File: src/rtl/mips_ctrl_pkg.sv
// Shared types and encodings for the multicycle MIPS control unit:
// FSM state enum, opcode values and datapath mux/ALU-class encodings.
package mips_ctrl_pkg;

  localparam int STATE_W   = 4;
  localparam int ALU_CLS_W = 3;

  typedef enum logic [STATE_W-1:0] {
    S_IDLE     = 4'd0,
    S_FETCH    = 4'd1,
    S_DECODE   = 4'd2,
    S_R_EXEC   = 4'd3,
    S_R_WB     = 4'd4,
    S_MEM_ADDR = 4'd5,
    S_MEM_RD   = 4'd6,
    S_MEM_WB   = 4'd7,
    S_MEM_WR   = 4'd8,
    S_BRANCH   = 4'd9,
    S_JUMP     = 4'd10,
    S_I_EXEC   = 4'd11,
    S_I_WB     = 4'd12,
    S_TRAP     = 4'd13
  } state_t;

  localparam logic [5:0] OP_RTYPE = 6'b000000;
  localparam logic [5:0] OP_LW    = 6'b100011;
  localparam logic [5:0] OP_SW    = 6'b101011;
  localparam logic [5:0] OP_BEQ   = 6'b000100;
  localparam logic [5:0] OP_ADDI  = 6'b001000;
  localparam logic [5:0] OP_J     = 6'b000010;

  localparam logic [ALU_CLS_W-1:0] ALU_ADD    = 3'b000;
  localparam logic [ALU_CLS_W-1:0] ALU_SUB    = 3'b001;
  localparam logic [ALU_CLS_W-1:0] ALU_RFUNCT = 3'b010;

  localparam logic [1:0] SRCB_B     = 2'b00;
  localparam logic [1:0] SRCB_FOUR  = 2'b01;
  localparam logic [1:0] SRCB_IMM   = 2'b10;
  localparam logic [1:0] SRCB_IMMSH = 2'b11;

  localparam logic [1:0] PCSRC_ALU    = 2'b00;
  localparam logic [1:0] PCSRC_ALUOUT = 2'b01;
  localparam logic [1:0] PCSRC_JUMP   = 2'b10;

endpackage

File: src/rtl/mips_ctrl_outdec.sv
// Combinational control-word decoder: registered FSM state -> datapath strobes.
// Only FETCH looks at memAck, to qualify the IR/PC load.
module mips_ctrl_outdec
  import mips_ctrl_pkg::*;
(
  input  logic [STATE_W-1:0]   stateBits,
  input  logic                 memAck,
  output logic                 pcWrite,
  output logic                 pcWriteCond,
  output logic                 iord,
  output logic                 memRead,
  output logic                 memWrite,
  output logic                 irWrite,
  output logic                 regDst,
  output logic                 memToReg,
  output logic                 regWrite,
  output logic                 aluSrcA,
  output logic [1:0]           aluSrcB,
  output logic [ALU_CLS_W-1:0] aluOp,
  output logic [1:0]           pcSource,
  output logic                 busy
);

  state_t state;
  assign state = state_t'(stateBits);

  always_comb begin
    pcWrite     = 1'b0;
    pcWriteCond = 1'b0;
    iord        = 1'b0;
    memRead     = 1'b0;
    memWrite    = 1'b0;
    irWrite     = 1'b0;
    regDst      = 1'b0;
    memToReg    = 1'b0;
    regWrite    = 1'b0;
    aluSrcA     = 1'b0;
    aluSrcB     = SRCB_B;
    aluOp       = ALU_ADD;
    pcSource    = PCSRC_ALU;
    busy        = (state != S_IDLE);
    case (state)
      S_FETCH: begin
        memRead = 1'b1;
        aluSrcB = SRCB_FOUR;
        irWrite = memAck;
        pcWrite = memAck;
      end
      // Speculative branch target is formed here so BRANCH only needs the compare.
      S_DECODE: aluSrcB = SRCB_IMMSH;
      S_R_EXEC: begin
        aluSrcA = 1'b1;
        aluOp   = ALU_RFUNCT;
      end
      S_R_WB: begin
        regDst   = 1'b1;
        regWrite = 1'b1;
      end
      S_MEM_ADDR, S_I_EXEC: begin
        aluSrcA = 1'b1;
        aluSrcB = SRCB_IMM;
      end
      S_MEM_RD: begin
        memRead = 1'b1;
        iord    = 1'b1;
      end
      S_MEM_WB: begin
        memToReg = 1'b1;
        regWrite = 1'b1;
      end
      S_MEM_WR: begin
        memWrite = 1'b1;
        iord     = 1'b1;
      end
      S_BRANCH: begin
        aluSrcA     = 1'b1;
        aluOp       = ALU_SUB;
        pcWriteCond = 1'b1;
        pcSource    = PCSRC_ALUOUT;
      end
      S_JUMP: begin
        pcWrite  = 1'b1;
        pcSource = PCSRC_JUMP;
      end
      S_I_WB: regWrite = 1'b1;
      default: ;
    endcase
  end

endmodule

File: src/rtl/mips_multicycle_ctrl.sv
// Multicycle MIPS control FSM with memory-wait handshake and retired-instruction counter.
// Optional macro MIPS_CTRL_TRAP_EN: unknown opcodes trap (sticky illegal_op) instead of acting as NOP.
module mips_multicycle_ctrl
  import mips_ctrl_pkg::*;
#(
  parameter int OP_W    = 6,
  parameter int ALUOP_W = 3,
  parameter int CNT_W   = 16
) (
  input  logic               clk,
  input  logic               rst,
  input  logic [OP_W-1:0]    op,
  input  logic               zero,
  input  logic               mem_ack,
  output logic               pc_write,
  output logic               pc_write_cond,
  output logic               iord,
  output logic               mem_read,
  output logic               mem_write,
  output logic               ir_write,
  output logic               reg_dst,
  output logic               mem_to_reg,
  output logic               reg_write,
  output logic               alu_src_a,
  output logic [1:0]         alu_src_b,
  output logic [ALUOP_W-1:0] alu_op,
  output logic [1:0]         pc_source,
  output logic               busy,
  output logic [CNT_W-1:0]   instr_retired,
  output logic               illegal_op
);

  state_t                 state;
  state_t                 stateNext;
  logic                   retire;
  logic [CNT_W-1:0]       retiredCnt;
  logic [ALU_CLS_W-1:0]   aluOpCls;
  logic                   isR, isLw, isSw, isBeq, isAddi, isJ;
  logic                   unusedZero;

  // The branch decision is taken in the datapath via pc_write_cond.
  assign unusedZero = zero;

  assign isR    = (op == OP_W'(OP_RTYPE));
  assign isLw   = (op == OP_W'(OP_LW));
  assign isSw   = (op == OP_W'(OP_SW));
  assign isBeq  = (op == OP_W'(OP_BEQ));
  assign isAddi = (op == OP_W'(OP_ADDI));
  assign isJ    = (op == OP_W'(OP_J));

  always_ff @(posedge clk) begin
    if (rst) state <= S_IDLE;
    else     state <= stateNext;
  end

  always_comb begin
    stateNext = state;
    case (state)
      S_IDLE:     stateNext = S_FETCH;
      S_FETCH:    if (mem_ack) stateNext = S_DECODE;
      S_DECODE: begin
        if (isR)              stateNext = S_R_EXEC;
        else if (isLw || isSw) stateNext = S_MEM_ADDR;
        else if (isBeq)       stateNext = S_BRANCH;
        else if (isAddi)      stateNext = S_I_EXEC;
        else if (isJ)         stateNext = S_JUMP;
        else begin
`ifdef MIPS_CTRL_TRAP_EN
          stateNext = S_TRAP;
`else
          stateNext = S_FETCH;
`endif
        end
      end
      S_R_EXEC:   stateNext = S_R_WB;
      S_R_WB:     stateNext = S_FETCH;
      S_MEM_ADDR: stateNext = isLw ? S_MEM_RD : S_MEM_WR;
      S_MEM_RD:   if (mem_ack) stateNext = S_MEM_WB;
      S_MEM_WB:   stateNext = S_FETCH;
      S_MEM_WR:   if (mem_ack) stateNext = S_FETCH;
      S_BRANCH:   stateNext = S_FETCH;
      S_JUMP:     stateNext = S_FETCH;
      S_I_EXEC:   stateNext = S_I_WB;
      S_I_WB:     stateNext = S_FETCH;
      S_TRAP:     stateNext = S_TRAP;
      default:    stateNext = S_IDLE;
    endcase
  end

  // Any return to FETCH from a later state completes an instruction; IDLE->FETCH does not.
  assign retire = (stateNext == S_FETCH) && (state != S_FETCH) && (state != S_IDLE);

  always_ff @(posedge clk) begin
    if (rst)         retiredCnt <= '0;
    else if (retire) retiredCnt <= retiredCnt + CNT_W'(1);
  end

  assign instr_retired = retiredCnt;

  mips_ctrl_outdec uOutDec (
    .stateBits   (state),
    .memAck      (mem_ack),
    .pcWrite     (pc_write),
    .pcWriteCond (pc_write_cond),
    .iord        (iord),
    .memRead     (mem_read),
    .memWrite    (mem_write),
    .irWrite     (ir_write),
    .regDst      (reg_dst),
    .memToReg    (mem_to_reg),
    .regWrite    (reg_write),
    .aluSrcA     (alu_src_a),
    .aluSrcB     (alu_src_b),
    .aluOp       (aluOpCls),
    .pcSource    (pc_source),
    .busy        (busy)
  );

  assign alu_op = ALUOP_W'(aluOpCls);

`ifdef MIPS_CTRL_TRAP_EN
  assign illegal_op = (state == S_TRAP);
`else
  assign illegal_op = 1'b0;
`endif

endmodule
File: config.mk
export PLATFORM = sky130hd
export DESIGN_NAME = mips_multicycle_ctrl
export DESIGN_NICKNAME = d
export VERILOG_FILES = /design/src/rtl/mips_ctrl_pkg.sv /design/src/rtl/mips_ctrl_outdec.sv /design/src/rtl/mips_multicycle_ctrl.sv
export SDC_FILE = /design/constraint.sdc
export NUM_CORES = 1
export LEC_CHECK = 0
export CAP_MARGIN = 20
export CORE_ASPECT_RATIO = 1.5
export CORE_UTILIZATION = 45
export CTS_CLUSTER_DIAMETER = 200
export DETAILED_ROUTE_END_ITERATION = 8
export GPL_ROUTABILITY_DRIVEN = 1
export PLACE_DENSITY = 0.8
export SLEW_MARGIN = 40
export SYNTH_ARGS = -nofsm -noshare
export SYNTH_HDL_FRONTEND = slang
export SYNTH_HIERARCHICAL = 1
export SYNTH_SLANG_ARGS = --single-unit
File: constraint.sdc
create_clock -name clk -period 2.46 [get_ports clk]
set_clock_uncertainty 0.05 [all_clocks]
set_input_delay 0.492 -clock clk [delete_from_list [all_inputs] [get_ports clk]]
set_output_delay 0.492 -clock clk [all_outputs]
set_load 0.005 [all_outputs]
==> After elaboration in Yosys (flattened, before gate mapping) <==
Cells that the tools add are included.
{ "word_totals": {"ff_bits": 20, "input_bits": 10, "wordCells": 58} }
{ "classes": {"mux": 23, "n_addsub": 1, "n_reduce_logical": 12, "eq_ne": 20} }
{ "ops": {"columns": ["cell", "n"], "rows": [
  ["two-way mux 4 bit", 9],
  ["one-hot mux 4 bit (9 select lines)", 1],
  ["== test 4 bit (second input constant)", 6],
  ["adder 16 x 1 -> 16 bit (second input constant)", 1],
  ["== test 4 x 3 -> 1 bit (second input constant)", 4],
  ["== test 6 bit (second input constant)", 2],
  ["two-way mux 1 bit", 9],
  ["== test 4 x 1 -> 1 bit (second input constant)", 2],
  ["== test 4 x 2 -> 1 bit (second input constant)", 2],
  ["one-hot mux 2 bit (2 select lines)", 2],
  ["== test 6 x 2 -> 1 bit (second input constant)", 1],
  ["== test 6 x 3 -> 1 bit (second input constant)", 1],
  ["== test 6 x 4 -> 1 bit (second input constant)", 1],
  ["zero test 6 bit", 1],
  ["one-hot mux 2 bit (3 select lines)", 1],
  ["OR reduction 2 bit", 3],
  ["OR reduction 6 bit", 1],
  ["zero test 4 bit", 1],
  ["inequality test 4 x 1 -> 1 bit (second input constant)", 1],
  ["nonzero test 4 bit", 1],
  ["OR reduction 4 bit", 1],
  ["OR reduction 3 bit", 1],
  ["logical AND 1 bit", 2],
  ["one-hot mux 1 bit (2 select lines)", 1],
  ["logical OR 1 bit", 1]
]} }

==> Longest topological paths before layout <==
{ "logic_depth": {"ltp_word": 10, "ltp_mapped": 8, "mapped_depth_nobuf": 6} }

==> Cells and area by module <==
Netlist, hierarchy kept.
{ "by_module_without_submodules": {"columns": ["module", "cells_per_inst", "instances", "area_per_inst_um2"], "rows": [
  ["mips_multicycle_ctrl", 157, 1, 1290.0],
  ["mips_ctrl_outdec", 41, 1, 255.2]
]} }

==> Worst setup path after synthesis <==
Ideal clock, no wire load.
{ "synth_path": {"path_kind": "input-to-reg", "from": "input op[3]", "to": "register retiredCnt[13], in the netlist instr_retired[13]", "path_buffers": 1, "setup_slack_ns": 0.201, "stages": 6, "setup_ns": 0.121, "arrival_time_ns": 2.088, "path_cell_list": "nor4b_4 -> a31oi_1 -> or3_1 -> buf_2 -> nor4_1 -> mux2_2"} }
{ "synth_between": {"elab_chain_cells": 10, "elab_cells_between_ends": 17} }
{ "synth_rtl": {"columns": ["item", "line_no", "source"], "rows": [
  ["start: declaration", "mips_multicycle_ctrl.sv:12", "input logic [OP_W-1:0] op,"],
  ["== test 6 x 2 -> 1 bit", "mips_multicycle_ctrl.sv:49", "assign isJ = (op == OP_W'(OP_J));"],
  ["two-way mux 4 bit", "mips_multicycle_ctrl.sv:66", "else if (isJ) stateNext = S_JUMP;"],
  ["two-way mux 4 bit", "mips_multicycle_ctrl.sv:65", "else if (isAddi) stateNext = S_I_EXEC;"],
  ["two-way mux 4 bit", "mips_multicycle_ctrl.sv:64", "else if (isBeq) stateNext = S_BRANCH;"],
  ["two-way mux 4 bit", "mips_multicycle_ctrl.sv:63", "else if (isLw || isSw) stateNext = S_MEM_ADDR;"],
  ["two-way mux 4 bit", "mips_multicycle_ctrl.sv:62", "if (isR) stateNext = S_R_EXEC;"],
  ["one-hot mux 4 bit (9 select lines) (*)", "mips_multicycle_ctrl.sv:58", "case (state)"],
  ["== test 4 x 1 -> 1 bit (*)", "mips_multicycle_ctrl.sv:91", "assign retire = (stateNext == S_FETCH) && (state != S_FETCH) && (state != S_IDLE);"],
  ["logical AND 1 bit (*) (2 in a row)", "mips_multicycle_ctrl.sv:91", null],
  ["end signal: assignment", "mips_multicycle_ctrl.sv:95", "else if (retire) retiredCnt <= retiredCnt + CNT_W'(1);"],
  ["end: declaration", "mips_multicycle_ctrl.sv:36", "logic [CNT_W-1:0] retiredCnt;"]
]} }
Every way passes the cells marked *; elsewhere a longest branch is shown, timed or not.
A chain may end at the register's enable or synchronous reset.

==> Worst setup path after layout <==
{ "layout_path": {"from": "register state[1]", "to": "output iord"} }
{ "layout_between": {"elab_chain_cells": 3, "elab_cells_between_ends": 4} }
{ "layout_rtl": {"columns": ["item", "line_no", "source"], "rows": [
  ["start: declaration", "mips_multicycle_ctrl.sv:33", "state_t state;"],
  ["start signal: assignment", "mips_multicycle_ctrl.sv:53", "else state <= stateNext;"],
  ["== test 4 x 3 -> 1 bit or == test 4 bit (tied branches)", "mips_ctrl_outdec.sv:42", "case (state)"],
  ["OR reduction 2 bit (no line) (*)", null, null],
  ["two-way mux 1 bit (*)", "mips_ctrl_outdec.sv:42", null],
  ["end: declaration", "mips_multicycle_ctrl.sv:17", "output logic iord,"]
]} }
Marks and branches as above.

==> results_dict.tcl <==
set metrics [dict create \
    ctsHoldBuffers 0 \
    route.vias.total 1711 \
    slowest_delay_ps 510 \
    overflow 0 \
    highest_layer "met4" \
    die_y_um 73.8 \
    m1WireLength_um 1640 \
    multi_input_area_um2 1100 \
    synth_xor_area_share_pct 1.13 \
    hold_slack_ps 455 \
    syn_nets 209 \
    place_ws_ps -472 \
    synth_top_family_by_area "simple AND/OR/NAND/NOR gates" \
    synth-simple-area-share_pct 41.9 \
    initial_core_util_pct 48.0 \
    path_cells "buf_4, or3b_1, a21oi_1, clkdlybuf4s50_1" \
    htree_levels 1 \
    crit_fanout 11 \
    grt_max_degree 31 \
    fillers 266 \
    cts.clk_slew.worst_paths_ps 80 \
    synth_fa_ha_area_share_pct 0.810 \
    maxCapViolCount 0 \
    finalNetCount 262 \
    grt_pass1_wl_um 6660 \
    place_congestion 0.874 \
    min_period_ps 2370 \
    pin_count 45 \
    regArea_um2 410 \
    wire_per_inst_um 13.5 \
    grt_use_total_pct 22.6 \
    critPathKind "reg -> out" \
    synth_compound_area_share_pct 16.3 \
    worstSkewPairLatency_ps 260 \
    clockRootBuffer "clkbuf_8" \
    synth_edf_count 0 \
    ys_ff_latch 20 \
    powerDensity_nw_per_um2 373 \
    arrival_ps 1830 \
    antenna_found_initial 0 \
    final_core_util_pct 69.2 \
    cts_buffers 3 \
    ant_nets 0 \
    synth_mux_area_share_pct 7.21 \
    status "completed" \
    p_leak_nw 0.850 \
    firstDrtPassIters 4 \
    drive_gt1_share_pct 19.6 \
    hold_path.class "reg -> reg" \
    layout_common_cells "clkdlybuf4s50_1 (33), buf_4 (22), nor2_1 (19)" \
    ys.flop_type "dfxtp_1" \
    cp.required_ps 1920 \
    hpwl_um 2780 \
    yosysWarnings 6 \
    dieArea_um2 3680 \
    ys_types 50 \
    setup-violations-final 0 \
    port_buffers 41 \
    cts_tree "done" \
    peakVddDrop_uv 429 \
    stdcell_count 290 \
    clockBufferDepth 2 \
    hold_violations 0 \
    fmax_mhz 421 \
    synth_area_um2 1550 \
    met3_length_um 141 \
    met2_length_um 2070 \
    drt_wl_total_um 3910 \
    dp_cells 285 \
    ys_seq_area_share_pct 25.9 \
    rsz0062_at_grt "false" \
    post_drt_via_cell_ratio 5.90 \
    period_share_pct 96.5 \
    slew_viol_final 0 \
    core-area_um2 3220 \
    drt_iter0_drc 39 \
    synthCells 198 \
    power_w 0.000831 \
    area_growth_pct 44.4 \
    setup_slack_ps 86.1 \
    rows 25 \
    cpMaxStageDelayCell "clkdlybuf4s50_1" \
    syn_avg_cell_area_um2 7.80 \
    cp-end-kind "primary output" \
    layout_commonest_cell "clkdlybuf4s50_1" \
    drc_errors 0 \
    diodes 0 \
    async_flop_share_pct 0 \
    cts.sinks 20 \
    grt_pass1_vias 1541 \
    die_w_um 49.8 \
    startpoint_type "register" \
]
==> final timing paths <==
kind / startpoint / end / slack, ps / cells past startpoint
max: state[1] / iord / 90 / 4
max reg2reg: state[3] / instr_retired[0] / 290 / 7
min reg2reg: instr_retired[14] / instr_retired[14] / 460 / 2
min: instr_retired[14] / instr_retired[14] / 460 / 2
==> synthesized netlist by cell type (2+ instances only) <==
cell,n,area [um^2]
o21ai_1,2,10.0
nor2_1,19,71.3
and3_1,6,37.5
mux2_1,3,33.8
mux2_2,6,67.6
nand2b_1,7,43.8
nand4b_1,2,17.5
nor4_1,6,37.5
a21oi_1,10,50.1
nor3_1,8,40.0
nand4bb_1,2,22.5
or4_1,6,45.0
nand4_1,3,18.8
clkbuf_1,3,11.3
nand3_1,8,40.0
dfxtp_1,20,400
and4_1,2,17.5
buf_2,8,40.0
or3_1,5,31.3
nand3b_1,4,30.0
o21ai_0,4,20.0
or3b_1,2,17.5
nor2b_1,11,68.8
nand2_1,9,33.8
buf_4,5,37.5
o41ai_1,3,26.3
a31oi_1,3,18.8
a21o_1,3,22.5
o31ai_1,3,22.5
conb_1,2,7.51
o2bb2ai_1,2,17.5
o211ai_1,2,15.0
inv_1,2,7.51
==> per-layer routing <==
layer,vias up,track usage [%]
met5,-,0
met4,0,8.57
met3,8,2.90
met2,54,41.7
met1,809,26.0
li1,840,-
==> timing repair <==
item / CTS / global route
gates resized for setup: 16 / 9
endpoints found under the setup margin: 23 / 12
buffers inserted: 1 / 0
cloned: 0 / 0
==> through the flow <==
stage | TNS (ps) | area, um^2
after floorplan | 0 | 1550
after global placement | -6040 | 2080
after detailed placement | -6440 | 2080
after CTS | 0 | 2200
after global routing | 0 | 2230
final | 0 | 2230
==> registers in the layout, summed over array words and instances (netlist names) <==
signal,count
instr_retired,16
state,4
==> cells by family (layout without fill, tap and decap cells) <==
kind of cell | count (synthesis) | in the layout
AOI/OAI and AO/OA | 38 | 38
xor gates and xnor gates | 2 | 2
adders and majority gates | 1 | 1
buffers and inverters | 18 | 70
DFF | 20 | 20
muxes | 10 | 10
other | 2 | 2
and+or+nand+nor | 107 | 107
==> layout make-up <==
class / count / area share, %
well taps: 40 / 2.24
multi-input cells: 160 / 49.5
inverters: 2 / 0.337
clock buffers: 3 / 1.85
clock inverters: 1 / 1.35
repair buffers: 64 / 26.4
flip-flops and latches: 20 / 18.4
==> where the power goes <==
group | internal, W | switching, W | total (W)
Clock | 0.000217 | 0.000113 | 0.000330
Sequential | 0.000327 | 0.00000939 | 0.000336
Combinational | 0.0000863 | 0.0000783 | 0.000165
Total | 0.000630 | 0.000201 | 0.000831
==> critical path, delay by kind of cell (launching register included) <==
family | cells | cell delay [ps]
and+or+nand+nor | 1 | 370
buffers and inverters | 2 | 680
DFF | 1 | 390
AOI/OAI and AO/OA | 1 | 130
(Power assumes the default switching activity.)
